--- src/rtl/clock_pkg.sv ---
// Shared types and helpers for the clock divider bank.
// Provides the per-channel state type, the minimum legal period and
// eff_cfg(), which turns raw DIV/HIGH fields into the effective period,
// high time and low time (P/H/L). Fields are carried at 32 bits so any
// CNT_W up to 31 can use the same helper; callers narrow the result.
package clock_pkg;

  typedef enum logic [1:0] {
    IDLE     = 2'd0,
    RUN      = 2'd1,
    STOPPING = 2'd2
  } chan_state_t;

  localparam int unsigned MIN_PERIOD = 2;
  localparam int unsigned CFG_W      = 32;

  typedef struct packed {
    logic [CFG_W-1:0] p;
    logic [CFG_W-1:0] h;
    logic [CFG_W-1:0] l;
  } eff_cfg_t;

  // P = max(DIV, 2); H = min(HIGH, P-1); L = P - H, so L is never zero.
  function automatic eff_cfg_t eff_cfg(input logic [CFG_W-1:0] div,
                                       input logic [CFG_W-1:0] high);
    eff_cfg_t c;
    c.p = (div < CFG_W'(MIN_PERIOD)) ? CFG_W'(MIN_PERIOD) : div;
    c.h = (high > c.p - CFG_W'(1)) ? c.p - CFG_W'(1) : high;
    c.l = c.p - c.h;
    return c;
  endfunction

endpackage

--- src/rtl/clock_div_channel.sv ---
// One divider channel: run/stop FSM, phase counter, config latch and
// registered CLK_OUT/TICK/RUNNING.
// Ports:
//   CLOCK, nRESET      system clock, async active-low reset
//   ENABLE             run request for this channel
//   DIV, HIGH          raw period / high-time fields (latched at period start)
//   RESYNC             shared phase-realign pulse
//   CLK_OUT            divided clock level (low phase first, then high phase)
//   TICK               one-cycle pulse in the first high cycle of CLK_OUT
//   RUNNING            high in RUN or STOPPING
module clock_div_channel
  import clock_pkg::*;
#(
  parameter int unsigned CNT_W = 8
) (
  input  logic             CLOCK,
  input  logic             nRESET,
  input  logic             ENABLE,
  input  logic [CNT_W-1:0] DIV,
  input  logic [CNT_W-1:0] HIGH,
  input  logic             RESYNC,
  output logic             CLK_OUT,
  output logic             TICK,
  output logic             RUNNING
);

  chan_state_t      state, state_n;
  logic [CNT_W-1:0] cnt, cnt_n;
  logic [CNT_W-1:0] p_q, h_q, l_q;
  logic [CNT_W-1:0] p_n, h_n, l_n;
  logic             latch_c, wrap_c, run_n, clk_n, tick_n;
  eff_cfg_t         cfg_c;
  logic             unused_cfg_hi;

  // Effective config of the current DIV/HIGH inputs; values fit CNT_W.
  assign cfg_c         = eff_cfg(CFG_W'(DIV), CFG_W'(HIGH));
  assign unused_cfg_hi = ^{cfg_c.p[CFG_W-1:CNT_W], cfg_c.h[CFG_W-1:CNT_W],
                           cfg_c.l[CFG_W-1:CNT_W]};

  assign wrap_c = (cnt == p_q - CNT_W'(1));

  // Next state, next count, config latch and next output levels.
  // A wrap or RESYNC ends the period: keep going only if still enabled.
  always_comb begin
    state_n = state;
    cnt_n   = cnt;
    latch_c = 1'b0;
    case (state)
      IDLE: begin
        cnt_n = '0;
        if (ENABLE) begin
          state_n = RUN;
          latch_c = 1'b1;
        end
      end
      RUN, STOPPING: begin
        if (wrap_c || RESYNC) begin
          cnt_n = '0;
          if (ENABLE) begin
            state_n = RUN;
            latch_c = 1'b1;
          end else begin
            state_n = IDLE;
          end
        end else begin
          cnt_n   = cnt + CNT_W'(1);
          state_n = ENABLE ? RUN : STOPPING;
        end
      end
      default: begin
        state_n = IDLE;
        cnt_n   = '0;
      end
    endcase

    p_n    = latch_c ? CNT_W'(cfg_c.p) : p_q;
    h_n    = latch_c ? CNT_W'(cfg_c.h) : h_q;
    l_n    = latch_c ? CNT_W'(cfg_c.l) : l_q;
    run_n  = (state_n != IDLE);
    clk_n  = run_n && (cnt_n >= l_n);
    tick_n = run_n && (cnt_n == l_n) && (h_n != '0);
  end

  // State register.
  always_ff @(posedge CLOCK or negedge nRESET) begin
    if (!nRESET) state <= IDLE;
    else         state <= state_n;
  end

  // Counter, latched config and registered outputs.
  always_ff @(posedge CLOCK or negedge nRESET) begin
    if (!nRESET) begin
      cnt     <= '0;
      p_q     <= '0;
      h_q     <= '0;
      l_q     <= '0;
      CLK_OUT <= 1'b0;
      TICK    <= 1'b0;
      RUNNING <= 1'b0;
    end else begin
      cnt     <= cnt_n;
      p_q     <= p_n;
      h_q     <= h_n;
      l_q     <= l_n;
      CLK_OUT <= clk_n;
      TICK    <= tick_n;
      RUNNING <= run_n;
    end
  end

endmodule

--- src/rtl/clock_divider_bank.sv ---
// Bank of CHANNELS independent programmable clock dividers sharing one
// system clock, reset and RESYNC pulse.
// Ports:
//   CLOCK, nRESET   system clock, async active-low reset
//   ENABLE          per-channel run request
//   DIV, HIGH       per-channel period / high time, channel i at [i*CNT_W +: CNT_W]
//   RESYNC          realigns the phase of all running channels
//   CLK_OUT         per-channel divided clock (registered)
//   TICK            per-channel first-high-cycle strobe
//   RUNNING         per-channel active indication
module clock_divider_bank #(
  parameter int unsigned CHANNELS = 2,
  parameter int unsigned CNT_W    = 8
) (
  input  logic                      CLOCK,
  input  logic                      nRESET,
  input  logic [CHANNELS-1:0]       ENABLE,
  input  logic [CHANNELS*CNT_W-1:0] DIV,
  input  logic [CHANNELS*CNT_W-1:0] HIGH,
  input  logic                      RESYNC,
  output logic [CHANNELS-1:0]       CLK_OUT,
  output logic [CHANNELS-1:0]       TICK,
  output logic [CHANNELS-1:0]       RUNNING
);

  // One channel per slice of the packed config buses.
  for (genvar i = 0; i < CHANNELS; i++) begin : g_chan
    clock_div_channel #(
      .CNT_W(CNT_W)
    ) u_chan (
      .CLOCK  (CLOCK),
      .nRESET (nRESET),
      .ENABLE (ENABLE[i]),
      .DIV    (DIV[i*CNT_W +: CNT_W]),
      .HIGH   (HIGH[i*CNT_W +: CNT_W]),
      .RESYNC (RESYNC),
      .CLK_OUT(CLK_OUT[i]),
      .TICK   (TICK[i]),
      .RUNNING(RUNNING[i])
    );
  end

endmodule
--- config.mk ---
export PLATFORM = sky130hd
export DESIGN_NAME = clock_divider_bank
export DESIGN_NICKNAME = d
export VERILOG_FILES = /design/src/rtl/clock_pkg.sv /design/src/rtl/clock_div_channel.sv /design/src/rtl/clock_divider_bank.sv
export SDC_FILE = /design/constraint.sdc
export NUM_CORES = 1
export LEC_CHECK = 0
export BUFFER_PORTS_ARGS = -buffer_cell sky130_fd_sc_hd__buf_2
export CORE_UTILIZATION = 65
export CTS_CLUSTER_DIAMETER = 120
export DETAILED_ROUTE_END_ITERATION = 7
export PLACE_DENSITY_LB_ADDON = 0.08
export SYNTH_ARGS = -nofsm -noshare
export SYNTH_HDL_FRONTEND = slang
export SYNTH_SLANG_ARGS = --single-unit
export TNS_END_PERCENT = 5
--- constraint.sdc ---
create_clock -name CLOCK -period 12.4 [get_ports CLOCK]
set_input_delay 3.1 -clock CLOCK [delete_from_list [all_inputs] [get_ports CLOCK]]
set_output_delay 3.1 -clock CLOCK [all_outputs]
set_load 0.01 [all_outputs]
==> metrics.md <==
| Metric | Value |
|---|---|
| Synth-to-layout area growth | `7.509%` |
| Crit path from | `DIV[4]` |
| # DRC | `0` |
| Area fraction of the dominant cell type after synthesis | `about a third` |
| Final Routed Wirelength | `~12,000 um` |
| Max clock buf depth | `2` |
| Logic gate share of total power | `a little under half` |
| Setup_tns | `0 ns` |
| Wirelength per Cell | `~16 um` |
| Nets | `between 700 and 800` |
| Place WS | `around 2 ns` |
| Global-route wire length before repair | `19,360 um` |
| I/O pins | `43` |
| Synthesized net count | `684` |
| Die height | `between 90 and 100 um` |
| Worst clock skew | `between 0.01 and 0.015 ns` |
| Worst Path Buf+Inv | `2` |
| XOR/XNOR Fraction of Synth Area | `8.701%` |
| Die area | `8936 um2` |
| Status | `completed` |
| Post-synthesis compound-gate area fraction | `14.68%` |
| Internal | `~700 uW` |
| Worst endpoint required time | `roughly 13 ns` |
| VDD IR max | `around 0.00016 V` |
| Max FO, Critical Path | `15` |
| Leading cell type by number of instances after synthesis | `dfrtp_1` |
| CTS tree | `yes` |
| Starting density of the core | `roughly two thirds` |
| Post-CTS Hold Fix Bufs | `0` |
| DR pass1 iterations | `4` |
| Unrepaired setup endpoints after global routing | `no` |
| Syn_area_per_cell | `between 9 and 10 um2` |
| Final instance area | `roughly 6000 um2` |
| Worst slew pin tran | `approximately 1.3 ns` |
| Slew Limit Fails | `0` |
| Multi-input gate area | `about 3400 um2` |
| Setup bufs post-CTS | `0` |
| Final worst slack | `about 2.2 ns` |
| CP endpoint | `g_chan[0].u_chan.TICK` |
| Grt ovf | `0` |
| Fillers | `just over 600` |
| Cells after synthesis | `594` |
| Post-route minimum period | `just over 10 ns` |
| Post-synthesis mux area share | `7.666%` |
| Die Wd | `94.53 um` |
| Vias | `approximately 4,400` |
| Critical path type | `input port to register` |
| Ant. Diodes | `0` |
| Worst slew margin | `~15%` |
| Avg Vias per Cell | `6.027` |
| Async S/R FF share, synth | `100.0%` |
| Clock Sinks | `74` |
| Area leader, netlist | `dfrtp_1` |
| Clk slew on worst S/H paths | `around 0.070 ns` |
| H-tree Lvls | `3` |
| All-layer global routing usage | `between 20% and 30%` |
| Largest delay share family, worst path | `compound AO/OA/AOI/OAI gates` |
| Sequential element share of the synthesized area | `between 30% and 40%` |
| Largest family of logic cells by synthesized area | `simple AND/OR/NAND/NOR gates` |
| Net switching power | `~460 uW` |
| # port buffers | `between 40 and 50` |
| CTS buffer count | `9` |
| Seq pwr share | `around a third` |
| DRT iter0 DRCs | `~200` |
| Setup-failing EPs final | `0` |
| Number of global-route vias before repair | `about 4,200` |
| Final ANT Viol Nets | `0` |
| Post-synth cell types | `73` |
| Initial antenna violation count | `0` |
| CP dominant cell by count | `ha_1` |
| Arrival time at the worst endpoint | `10.45 ns` |
| Crit path depth | `28` |
| Core box area | `a little over 8000 um2` |
| Max Clk Rate | `around 0.098 GHz` |
| Synth Area in Simple Gates | `roughly 18%` |
| Synthesized cell area | `5565 um2` |
| Count of final hold-check violations | `0` |
| Reg2reg setup slack | `7.46 ns` |
| Root Driver | `clkbuf_8` |
| Post_cts resized | `0` |
| Clock share of power | `roughly 18%` |
| Post-synthesis adder-cell area fraction | `between 10% and 20%` |
| Switching portion of total power | `between 30% and 40%` |
| Cell depth of the worst flop-to-flop path | `19` |
| Slowest cell on crit path | `o41ai_1` |
| Total of max-cap violations | `0` |
| CP Capture Type | `register` |
| Startpoint class of the critical path | `input port` |
| Yosys warning count | `0` |
| FF+latch count, synth | `between 70 and 80` |
| Largest net degree at the start of global routing | `75` |
| Layout cells sized above 1 | `between 15 and 20%` |
| RePlAce Congestion | `0.8779` |
| Placed wire-length estimate | `about 9000 um` |
| Pwr dens | `a little under 200 nW/um2` |
| Leakage | `around 2.9 nW` |
| R2R Path Start | `g_chan[0].u_chan.p_q[0]` |
| Ranking of synthesized cells by area | `dfrtp_1 (33%), ha_1 (11%), mux2_2 (4.2%)` |
| Predominant post-synthesis flop cell | `dfrtp_1` |
| Clk_lat worst skew | `roughly 0.36 ns` |
| Post-synth EDFFs | `0` |
| Final period util | `between 80% and 90%` |
| Post-synth top cells | `dfrtp_1 (74), ha_1 (51), nand2_1 (50)` |
| Min-Delay Path Class | `register to register` |
| CP max stage delay | `~1 ns` |
| Post-place instance area | `around 5800 um2` |
| FP Rows | `33` |
| Register Area | `around 1900 um2` |
| RR Endpoint | `g_chan[0].u_chan.CLK_OUT` |
[per-layer routing]
layer	vias up	routed length (um)	track usage [%]
li1	2160	-	-
met1	2106	5108	34.34
met2	109	6095	50.00
met3	19	496	4.026
met4	0	172	8.333
met5	-	0	0
[power by group through the flow]
stage / Sequential, mW / Clock, mW / Combinational (mW)
floorplan: 0.387 / 0 / 0.445
global placement: 0.408 / 0 / 0.520
detailed placement: 0.413 / 0 / 0.543
CTS: 0.409 / 0.208 / 0.549
global route: 0.417 / 0.219 / 0.617
finish: 0.409 / 0.206 / 0.548
[worst register-to-register path, stage by stage, from the launching register on]
cell       delay, ns
dfrtp_1         0.47
inv_1           0.09
ha_1            0.18
or3b_4          0.40
or4_4           0.51
a2111oi_4       0.37
nor3_1          0.08
or4b_4          0.76
o21ai_0         0.35
inv_1           0.09
ha_1            0.29
nor2b_1         0.13
o21a_1          0.17
o21a_1          0.16
o21ai_0         0.19
nand2b_1        0.09
a21oi_1         0.15
nor2b_1         0.05
o21ai_0         0.16
a21boi_0        0.11
[worst min-delay path by stage]
stage | start | end | slack [ns] | cells after the start
3_5_place_dp | g_chan[1].u_chan.h_q[3] | g_chan[1].u_chan.h_q[3] | 0.47 | 2
4_1_cts | g_chan[1].u_chan.h_q[3] | g_chan[1].u_chan.h_q[3] | 0.49 | 2
3_3_place_gp | g_chan[0].u_chan.l_q[7] | g_chan[0].u_chan.l_q[7] | 0.46 | 2
6_report | g_chan[1].u_chan.h_q[3] | g_chan[1].u_chan.h_q[3] | 0.49 | 2
2_1_floorplan | g_chan[1].u_chan.h_q[7] | g_chan[1].u_chan.h_q[7] | 0.44 | 2
5_1_grt | g_chan[0].u_chan.h_q[4] | g_chan[0].u_chan.h_q[4] | 0.52 | 1
[cells in the final DEF (no fill, tap or decap), types with 21 or more instances in the layout]
cell type   n
buf_2      41
dfrtp_1    74
ha_1       51
inv_1      44
mux2_2     21
nand2_1    50
nor2_1     36
o21ai_0    38
xnor2_1    26
xor2_1     24
[through the flow]
stage          util, %  power [mW]  instances  hold WS, ns
6_report         72.45       1.163        729       0.4941
5_1_grt          72.45       1.254        729       0.5150
4_1_cts          72.45       1.166        729       0.4917
3_5_place_dp     69.83      0.9566        713       0.4748
3_3_place_gp     69.83      0.9279        713       0.4611
2_1_floorplan        -      0.8319        594       0.4414
[logic make-up (layout without fill, tap and decap cells)]
group,count (synthesis),in the layout
AO/OA/AOI/OAI,116,116
XOR/XNOR,52,52
adder cells (fa/ha/maj),54,54
buffers and inverters,73,103
flip-flops,74,74
multiplexers,39,39
AND/OR/NAND/NOR,186,186
[registers in the layout, indices dropped and copies added (netlist names)]
register / cells
g_chan.u_chan.h_q: 16
g_chan.u_chan.cnt: 16
g_chan.u_chan.l_q: 16
g_chan.u_chan.RUNNING: 2
g_chan.u_chan.CLK_OUT: 2
g_chan.u_chan.TICK: 2
g_chan.u_chan.state: 4
g_chan.u_chan.p_q: 16
[cell type report]
type | instances | area share [%]
Clock buffer | 10 | 2.133
Sequential cell | 74 | 30.95
Inverter | 44 | 2.760
Timing Repair Buffer | 43 | 3.680
Tap cell | 105 | 2.196
Clock inverter | 6 | 1.485
Multi-Input combinational cell | 447 | 56.80
Power figures use the tool's default switching activity.
